## config.mk

```make
export PLATFORM = sky130hd
export DESIGN_NAME = a_demux_serial_pv_flat
export DESIGN_NICKNAME = d
export VERILOG_FILES = /design/src/rtl/a_demux_serial_pv_if.sv /design/src/rtl/a_demux_serial_pv.sv /design/src/flat_wrapper.sv
export SDC_FILE = /design/constraint.sdc
export NUM_CORES = 1
export LEC_CHECK = 0
export CAP_MARGIN = 20
export CORE_MARGIN = 1
export CORE_UTILIZATION = 44
export CTS_CLUSTER_DIAMETER = 50
export DETAILED_ROUTE_END_ITERATION = 10
export PLACE_DENSITY = 0.67
export SETUP_SLACK_MARGIN = 0.1
export SLEW_MARGIN = 40
export SYNTH_ARGS = -nofsm -noshare
export SYNTH_HDL_FRONTEND = slang
export SYNTH_SLANG_ARGS = --single-unit
```

## constraint.sdc

```tcl
create_clock -name clk_ref -period 2.04 [get_ports clk_ref]
set_clock_uncertainty 0.2 [all_clocks]
set_input_delay 0.408 -clock clk_ref [delete_from_list [all_inputs] [get_ports clk_ref]]
set_output_delay 0.408 -clock clk_ref [all_outputs]
set_load 0.03 [all_outputs]
```

## src/rtl/a_demux_serial_pv_if.sv

```systemverilog
// Bit-sampler / word-consumer bundle for a_demux_serial_pv.
// master = sampler+consumer side, slave = the deserialiser.
interface a_demux_serial_pv_if #(
    parameter int unsigned DATA_W = 8
);
    logic              clk_rcpt;
    logic              r_di;
    logic              r_sync;
    logic              r_rdy_i;
    logic              r_ovr_clr_i;
    logic [DATA_W-1:0] r_q;
    logic              r_dv_o;
    logic              r_ovr_o;
    logic              r_perr_o;

    modport master (
        output clk_rcpt, r_di, r_sync, r_rdy_i, r_ovr_clr_i,
        input  r_q, r_dv_o, r_ovr_o, r_perr_o
    );

    modport slave (
        input  clk_rcpt, r_di, r_sync, r_rdy_i, r_ovr_clr_i,
        output r_q, r_dv_o, r_ovr_o, r_perr_o
    );
endinterface

```

## src/rtl/a_demux_serial_pv.sv

```systemverilog
// Serial-to-parallel deserialiser with holding register, resync and sticky overrun.
// Define A_DEMUX_SERIAL_PV_PARITY_EN to append and check one parity bit per frame.
module a_demux_serial_pv #(
    parameter int unsigned DATA_W     = 8,
    parameter bit          MSB_FIRST  = 1'b0,
    parameter bit          ODD_PARITY = 1'b0
) (
    input  logic                 clk_ref,
    input  logic                 rst_n,
    a_demux_serial_pv_if.slave   bus
);
    localparam int unsigned CNT_W = $clog2(DATA_W + 1);
`ifdef A_DEMUX_SERIAL_PV_PARITY_EN
    localparam logic [CNT_W-1:0] LAST = CNT_W'(DATA_W);
`else
    localparam logic [CNT_W-1:0] LAST = CNT_W'(DATA_W - 1);
`endif

    logic [CNT_W-1:0]  cnt;
    logic [CNT_W-1:0]  cnt_eff;
    logic [CNT_W-1:0]  pos;
    logic [DATA_W-1:0] sh;
    logic [DATA_W-1:0] sh_base;
    logic [DATA_W-1:0] sh_merged;
    logic              done;
    logic              load;
    logic              ovr_set;
    logic [DATA_W-1:0] q;
    logic              dv;
    logic              ovr;
    logic              perr;
    logic              perr_next;

    // r_sync restarts the frame on this edge, so a coincident strobe becomes bit 0
    always_comb begin
        cnt_eff   = bus.r_sync ? '0 : cnt;
        sh_base   = bus.r_sync ? '0 : sh;
        pos       = MSB_FIRST ? (CNT_W'(DATA_W - 1) - cnt_eff) : cnt_eff;
        sh_merged = sh_base;
        for (int unsigned i = 0; i < DATA_W; i++) begin
            if (bus.clk_rcpt && (cnt_eff < CNT_W'(DATA_W)) && (pos == CNT_W'(i)))
                sh_merged[i] = bus.r_di;
        end
        done    = bus.clk_rcpt && (cnt_eff == LAST);
        load    = done && (!dv || bus.r_rdy_i);
        ovr_set = done && dv && !bus.r_rdy_i;
    end

`ifdef A_DEMUX_SERIAL_PV_PARITY_EN
    // at completion the strobed bit is the parity bit; data is already in sh_base
    always_comb begin
        perr_next = (^sh_base) ^ bus.r_di ^ ODD_PARITY;
    end
`else
    always_comb begin
        perr_next = 1'b0;
    end
`endif

    always_ff @(posedge clk_ref or negedge rst_n) begin
        if (!rst_n) begin
            cnt  <= '0;
            sh   <= '0;
            q    <= '0;
            dv   <= 1'b0;
            ovr  <= 1'b0;
            perr <= 1'b0;
        end else begin
            if (done) begin
                cnt <= '0;
                sh  <= '0;
            end else if (bus.clk_rcpt) begin
                cnt <= cnt_eff + CNT_W'(1);
                sh  <= sh_merged;
            end else begin
                cnt <= cnt_eff;
                sh  <= sh_base;
            end

            if (load) begin
                q    <= sh_merged;
                dv   <= 1'b1;
                perr <= perr_next;
            end else if (dv && bus.r_rdy_i) begin
                dv <= 1'b0;
            end

            if (ovr_set)
                ovr <= 1'b1;
            else if (bus.r_ovr_clr_i)
                ovr <= 1'b0;
        end
    end

    assign bus.r_q      = q;
    assign bus.r_dv_o   = dv;
    assign bus.r_ovr_o  = ovr;
`ifdef A_DEMUX_SERIAL_PV_PARITY_EN
    assign bus.r_perr_o = perr;
`else
    assign bus.r_perr_o = 1'b0;
`endif
endmodule

```

## src/flat_wrapper.sv

```systemverilog
// flat-port wrapper written by rule: the top's interface ports become plain ports
module a_demux_serial_pv_flat 
#(
    parameter int unsigned DATA_W     = 8,
    parameter bit          MSB_FIRST  = 1'b0,
    parameter bit          ODD_PARITY = 1'b0
)
  (clk_ref, rst_n, bus_clk_rcpt, bus_r_di, bus_r_sync, bus_r_rdy_i, bus_r_ovr_clr_i, bus_r_q, bus_r_dv_o, bus_r_ovr_o, bus_r_perr_o);
  a_demux_serial_pv_if #(.DATA_W(DATA_W)) bus_i ();
  input  logic clk_ref;
  input  logic rst_n;
  input wire logic [$bits(bus_i.clk_rcpt)-1:0] bus_clk_rcpt;
  input wire logic [$bits(bus_i.r_di)-1:0] bus_r_di;
  input wire logic [$bits(bus_i.r_sync)-1:0] bus_r_sync;
  input wire logic [$bits(bus_i.r_rdy_i)-1:0] bus_r_rdy_i;
  input wire logic [$bits(bus_i.r_ovr_clr_i)-1:0] bus_r_ovr_clr_i;
  output wire logic [$bits(bus_i.r_q)-1:0] bus_r_q;
  output wire logic [$bits(bus_i.r_dv_o)-1:0] bus_r_dv_o;
  output wire logic [$bits(bus_i.r_ovr_o)-1:0] bus_r_ovr_o;
  output wire logic [$bits(bus_i.r_perr_o)-1:0] bus_r_perr_o;
  assign bus_i.clk_rcpt = bus_clk_rcpt;
  assign bus_i.r_di = bus_r_di;
  assign bus_i.r_sync = bus_r_sync;
  assign bus_i.r_rdy_i = bus_r_rdy_i;
  assign bus_i.r_ovr_clr_i = bus_r_ovr_clr_i;
  assign bus_r_q = bus_i.r_q;
  assign bus_r_dv_o = bus_i.r_dv_o;
  assign bus_r_ovr_o = bus_i.r_ovr_o;
  assign bus_r_perr_o = bus_i.r_perr_o;
  a_demux_serial_pv #(.DATA_W(DATA_W), .MSB_FIRST(MSB_FIRST), .ODD_PARITY(ODD_PARITY)) u_core (.clk_ref(clk_ref), .rst_n(rst_n), .bus(bus_i));
endmodule
```

==> impl_metrics.env, run 1 <==
export IMPL_cts_tree="done"
export IMPL_drive_gt1_share_pct=19.7
export IMPL_fin_util_pct=58.4
export IMPL_rsz0062_at_grt="no"
export IMPL_ios=18
export IMPL_cts_buffers=3
export IMPL_synth_edf_count=0
export IMPL_clockPowerShare_pct=24.5
export IMPL_muxShareOfSynthArea_pct=6.80
export IMPL_top_layer="met4"
export IMPL_die_h_um=52.1
export IMPL_wl_met2_um=1000
export IMPL_cts_sinks=21
export IMPL_dp_final_hpwl_um=1600
export IMPL_drc_errors=0
export IMPL_maxCapViolations=0
export IMPL_synth_compound_area_share_pct=16.0
export IMPL_cts_htree_levels=1
export IMPL_track_usage_pct=18.3
export IMPL_vias=845
export IMPL_yosys_warnings=0
export IMPL_wl_met3_um=82
export IMPL_vdd_ir_drop_max_mv=0.324
export IMPL_synth_seq_area_share_pct=47.6
export IMPL_r2r_setup_slack_ps=400
export IMPL_synth_cells=105
export IMPL_antennaDiodeCount=0
export IMPL_firstDrtPassIters=4
export IMPL_fmax_ghz=0.560
export IMPL_grt_overflow=0
export IMPL_internal_power_mw=0.570
export IMPL_die_width_um=52.1
export IMPL_fp_dieArea_um2=2710
export IMPL_hold_class="primary input to async pin"
export IMPL_drt_met1_wl_um=1040
export IMPL_place_inst=151
export IMPL_synth_xor_area_share_pct=2.38
export IMPL_power_frac_seq_pct=57.2
export IMPL_worst_setup_path_end_kind="flip-flop"
export IMPL_mostFrequentLayoutCells="21 x dfrtp_1, 14 x buf_4, 10 x a21oi_1, 9 x inv_1, 9 x dlygate4sd2_1"
export IMPL_worstPathArrival_ps=1780
export IMPL_grt_max_degree=22
export IMPL_clk_latency_ps=290
export IMPL_grt_pass1_vias=754
export IMPL_mostFrequentLayoutCell="dfrtp_1"
export IMPL_critPathLaunchType="primary input"
export IMPL_fin_crit_ps=1780
export IMPL_wl_per_cell_um=13.8
export IMPL_yosys_area_share_simple_pct=16.4
export IMPL_synth_fa_ha_area_share_pct=0
export IMPL_viasPerCell=5.45
export IMPL_switchingPower_mw=0.220
export IMPL_synth_top_family_by_area="simple AND/OR/NAND/NOR gates"
export IMPL_combPwrFrac_pct=18.4
export IMPL_swShare_pct=27.9
export IMPL_grt_antenna_before_repair=0
export IMPL_async_flop_share_pct=100
export IMPL_core_area_um2=2300
export IMPL_fin_setup_tns_ps=0
export IMPL_p_leak_nw=0.657
export IMPL_slew_viol_final=0
export IMPL_rows=17
export IMPL_r2r_worst_path_cells=3
export IMPL_cts_path_max_buffers=2
export IMPL_worstSetupPathType="primary input to flip-flop"
export IMPL_fin_crit_sh_pct=87.5
export IMPL_status="completed"
export IMPL_grt_first_pass_wirelength_um=3480
export IMPL_critPathMaxFanout=7
export IMPL_syn_nets=112
export IMPL_ant_nets=0
export IMPL_syn_to_final_growth_pct=21.5
export IMPL_netlist_area_um2=1100
export IMPL_start_util_pct=48.0
export IMPL_drt_iter0_drc=11
export IMPL_ys_seq_elements=21
export IMPL_hold_viol_final=0
export IMPL_setup_viol=0
export IMPL_required_ps=2040
export IMPL_r2r_start="u_core.cnt[1]$_DFF_PN0_"
export IMPL_ys_flop_type="dfrtp_1"
export IMPL_routabilityCongestion=0.809
export IMPL_fin_nets=135
export IMPL_clockRootBuffer="clkbuf_4"
export IMPL_portBuffers=16
export IMPL_clk_pin_slew_ps=110
export IMPL_instances_no_fill=155
export IMPL_r2r_end="u_core.bus.r_q[5]$_DFFE_PN0P_"
export IMPL_post_synth_cell_area_avg_um2=10.5
export IMPL_synth_cell_types=33
export IMPL_p_per_area_nw_per_um2=589
export IMPL_wirelength_um=2140
[worst max-delay path by stage]
stage	end	depth (start not counted)	slack, ps	start
after detailed placement	u_core.bus.r_q[5]$_DFFE_PN0P_	4	-80	bus_clk_rcpt
after CTS	bus_r_ovr_o	1	100	u_core.bus.r_ovr_o$_DFFE_PN0P_
after global routing	u_core.sh[6]$_DFF_PN0_	5	200	bus_clk_rcpt
after global placement	u_core.bus.r_q[6]$_DFFE_PN0P_	4	-30	bus_clk_rcpt
after floorplan	u_core.bus.r_q[1]$_DFFE_PN0P_	6	280	bus_clk_rcpt
final	u_core.bus.r_q[5]$_DFFE_PN0P_	4	260	bus_clk_rcpt
[worst max-delay path, stage by stage]
cell,delay [ps]
clkdlybuf4s50_1,560
and4b_1,240
and3_4,260
mux2_4,310
[cell type report]
class / count / area, um^2
Multi-Input combinational cell: 63 / 463
Tap cell: 28 / 35.0
Timing Repair Buffer: 30 / 256
Inverter: 9 / 33.8
Fill cell: 222 / 956
Sequential cell: 21 / 526
Clock buffer: 3 / 22.5
Clock inverter: 1 / 5.00
[cell families (layout without fill, tap and decap cells)]
| logic type | Yosys count | in the layout |
|---|---|---|
| simple gates | 27 | 27 |
| xor+xnor | 3 | 3 |
| buf+inv | 21 | 43 |
| mux | 5 | 5 |
| other cells | 1 | 1 |
| flops | 21 | 21 |
| compound gates | 27 | 27 |
[synthesized netlist by cell type, types with 3 or more instances]
cell type  count  area [um^2]
a311o_1        3         30.0
a31oi_1        6         37.5
nand2_1        3         11.3
buf_6          4         45.0
mux2_4         5         75.1
nand4_1        4         25.0
a21oi_1       10         50.1
xor2_1         3         26.3
nand3_1        6         30.0
a211o_1        4         35.0
clkbuf_1       4         15.0
dfrtp_1       21          526
inv_1          9         33.8
[routing by layer]
metal / GRT usage [%] / vias up
li1: - / 422
met1: 24.8 / 399
met2: 28.2 / 22
met3: 2.63 / 2
met4: 9.46 / 0
met5: 0 / -
[power by group through the flow]
stage / logic, mW / registers [mW] / clock network, mW
2_1_floorplan: 0.0844 / 0.465 / 0
3_3_place_gp: 0.148 / 0.459 / 0
3_5_place_dp: 0.151 / 0.460 / 0
4_1_cts: 0.146 / 0.451 / 0.204
5_1_grt: 0.159 / 0.455 / 0.227
6_report: 0.145 / 0.451 / 0.193
[what timing repair did]
| action | 4_1_cts | 5_1_grt |
|---|---|---|
| setup endpoints to repair | 9 | 1 |
| cloned | 0 | 0 |
| hold buffers | 0 | 0 |
| setup buffers | 0 | 0 |
| resized for setup | 9 | 1 |
[metrics by stage]
step	instance area (um^2)	setup WS (ps)	power, mW	hold WS (ps)
after global placement	1320	-26.4	0.607	292
after CTS	1340	103	0.802	229
final	1340	255	0.790	231
after detailed placement	1320	-76.4	0.611	301
after floorplan	1100	276	0.549	-87.6
after global routing	1340	202	0.841	262
[registers in the layout, summed over array words and instances, names as in the netlist]
| signal | flops |
|---|---|
| u_core.bus.r_q | 8 |
| u_core.sh | 7 |
| u_core.cnt | 4 |
| u_core.bus.r_dv_o | 1 |
| u_core.bus.r_ovr_o | 1 |
Power figures use the tool's default switching activity.
==> inputs of run 2 (changes only) <==
SKIP_CTS_REPAIR_TIMING = 1   (was not set)
==> impl_metrics.env, run 2 (synthesis gave the netlist of run 1 again) <==
export IMPL_status="completed"
export IMPL_fp_dieArea_um2=2710
export IMPL_cts_tree="done"
export IMPL_routabilityCongestion=0.809
export IMPL_fin_crit_sh_pct=87.6
export IMPL_r2r_worst_path_cells=3
export IMPL_ant_nets=0
export IMPL_vdd_ir_drop_max_mv=0.324
export IMPL_rsz0062_at_grt="no"
export IMPL_path_buf_inv=1
export IMPL_cpMaxStageDelayCell="clkdlybuf4s50_1"
export IMPL_whs_ps=231
export IMPL_track_usage_pct=18.3
export IMPL_detailedPlace_worstSlack_ps=-76.4
export IMPL_path_cells="clkdlybuf4s50_1, and4b_1, and3_4, mux2_4"
export IMPL_clk_latency_ps=290
export IMPL_instances_no_fill=155
export IMPL_grt_pass1_vias=754
export IMPL_critPathLaunchType="primary input"
export IMPL_p_leak_nw=0.780
export IMPL_power_mw=0.793
export IMPL_start_util_pct=48.0
export IMPL_slew_viol_final=0
export IMPL_firstDrtPassIters=4
export IMPL_core_area_um2=2300
export IMPL_die_width_um=52.1
export IMPL_required_ps=2040
export IMPL_grt_overflow=0
export IMPL_setup_ws_ps=253
export IMPL_vias=851
export IMPL_mostFrequentLayoutCells="21 x dfrtp_1, 14 x buf_4, 10 x a21oi_1, 10 x dlymetal6s2s_1, 9 x inv_1"
export IMPL_worstPathArrival_ps=1780
export IMPL_clk_pin_slew_ps=110
export IMPL_slowest_delay_ps=560
export IMPL_grt_max_degree=22
export IMPL_critPathMaxFanout=7
export IMPL_cts_path_max_buffers=2
export IMPL_ios=18
export IMPL_cts_buffers=3
export IMPL_setup_viol=0
export IMPL_syn_to_final_growth_pct=24.6
export IMPL_cts_htree_levels=1
export IMPL_grt_first_pass_wirelength_um=3480
export IMPL_fin_crit_ps=1790
export IMPL_place_inst=151
export IMPL_clockRootBuffer="clkbuf_4"
export IMPL_placed_cell_area_um2=1320
export IMPL_drive_gt1_share_pct=19.7
export IMPL_grt_antenna_before_repair=0
export IMPL_fin_nets=135
export IMPL_hold_class="primary input to async pin"
export IMPL_cp_depth=4
export IMPL_portBuffers=16
export IMPL_antennaDiodeCount=0
export IMPL_mostFrequentLayoutCell="dfrtp_1"
export IMPL_maxCapViolations=0
export IMPL_drt_iter0_drc=9
export IMPL_dp_final_hpwl_um=1600
export IMPL_final_cell_area_um2=1380
export IMPL_p_per_area_nw_per_um2=577
export IMPL_die_h_um=52.1
export IMPL_worst_setup_path_end_kind="flip-flop"
export IMPL_drc_errors=0
export IMPL_wl_per_cell_um=13.9
export IMPL_rows=17
export IMPL_worstSetupPathType="primary input to flip-flop"
export IMPL_viasPerCell=5.49
export IMPL_fmax_ghz=0.560
export IMPL_hold_viol_final=0
export IMPL_cts_sinks=21
export IMPL_wirelength_um=2150
export IMPL_path_delay_family="buffers and inverters"
export IMPL_largest_reg_flops=8
==> run 2: cell count changes in the layout (fill, tap and decap cells not counted) <==
| cell | change |
|---|---|
| dlymetal6s2s_1 | +9 |
| dlygate4sd2_1 | -9 |
==> run 2: routing by layer <==
layer	global-route usage [%]	wire length, um
met1	24.8	1050
met2	28.2	1000
met3	2.63	81
met4	9.46	17
met5	0	0
==> run 2: final timing paths <==
check | start | endpoint | slack, ps
hold reg to reg | u_core.sh[6]$_DFF_PN0_ | u_core.bus.r_q[6]$_DFFE_PN0P_ | 320
min in group clk_ref | u_core.sh[6]$_DFF_PN0_ | u_core.bus.r_q[6]$_DFFE_PN0P_ | 320
hold / removal | rst_n | u_core.bus.r_q[1]$_DFFE_PN0P_ | 230
setup / recovery | bus_clk_rcpt | u_core.bus.r_q[7]$_DFFE_PN0P_ | 250
max in group asynchronous | rst_n | u_core.bus.r_dv_o$_DFFE_PN0P_ | 1200
setup reg to reg | u_core.cnt[1]$_DFF_PN0_ | u_core.bus.r_q[7]$_DFFE_PN0P_ | 400
==> run 2: cell type report <==
| cell class | count | area (um^2) |
|---|---|---|
| timing repair buffer | 30 | 290 |
| clock buffer | 3 | 22.5 |
| inverter | 9 | 33.8 |
| tap | 28 | 35.0 |
| clock inverter | 1 | 5.00 |
| sequential | 21 | 526 |
| multi-input combinational | 63 | 463 |
| fill | 214 | 922 |
==> run 2: per-stage QoR <==
stage / TNS (ps) / util [%]
4_1_cts: 0 / 58.8
3_5_place_dp: -777 / 57.6
6_report: 0 / 59.9
5_1_grt: 0 / 59.9
2_1_floorplan: 0 / -
3_3_place_gp: -199 / 57.6
==> run 2: power breakdown <==
group          switching [mW]  total (mW)  internal (mW)
Clock                   0.120       0.193         0.0730
Combinational          0.0822       0.149         0.0666
Sequential             0.0177       0.452          0.434
Total                   0.220       0.793          0.573
==> run 2: worst reg2reg max path, stage by stage, from the launching register on <==
cell	delay, ps
dfrtp_1	510
and4b_1	260
and3_4	260
mux2_4	310
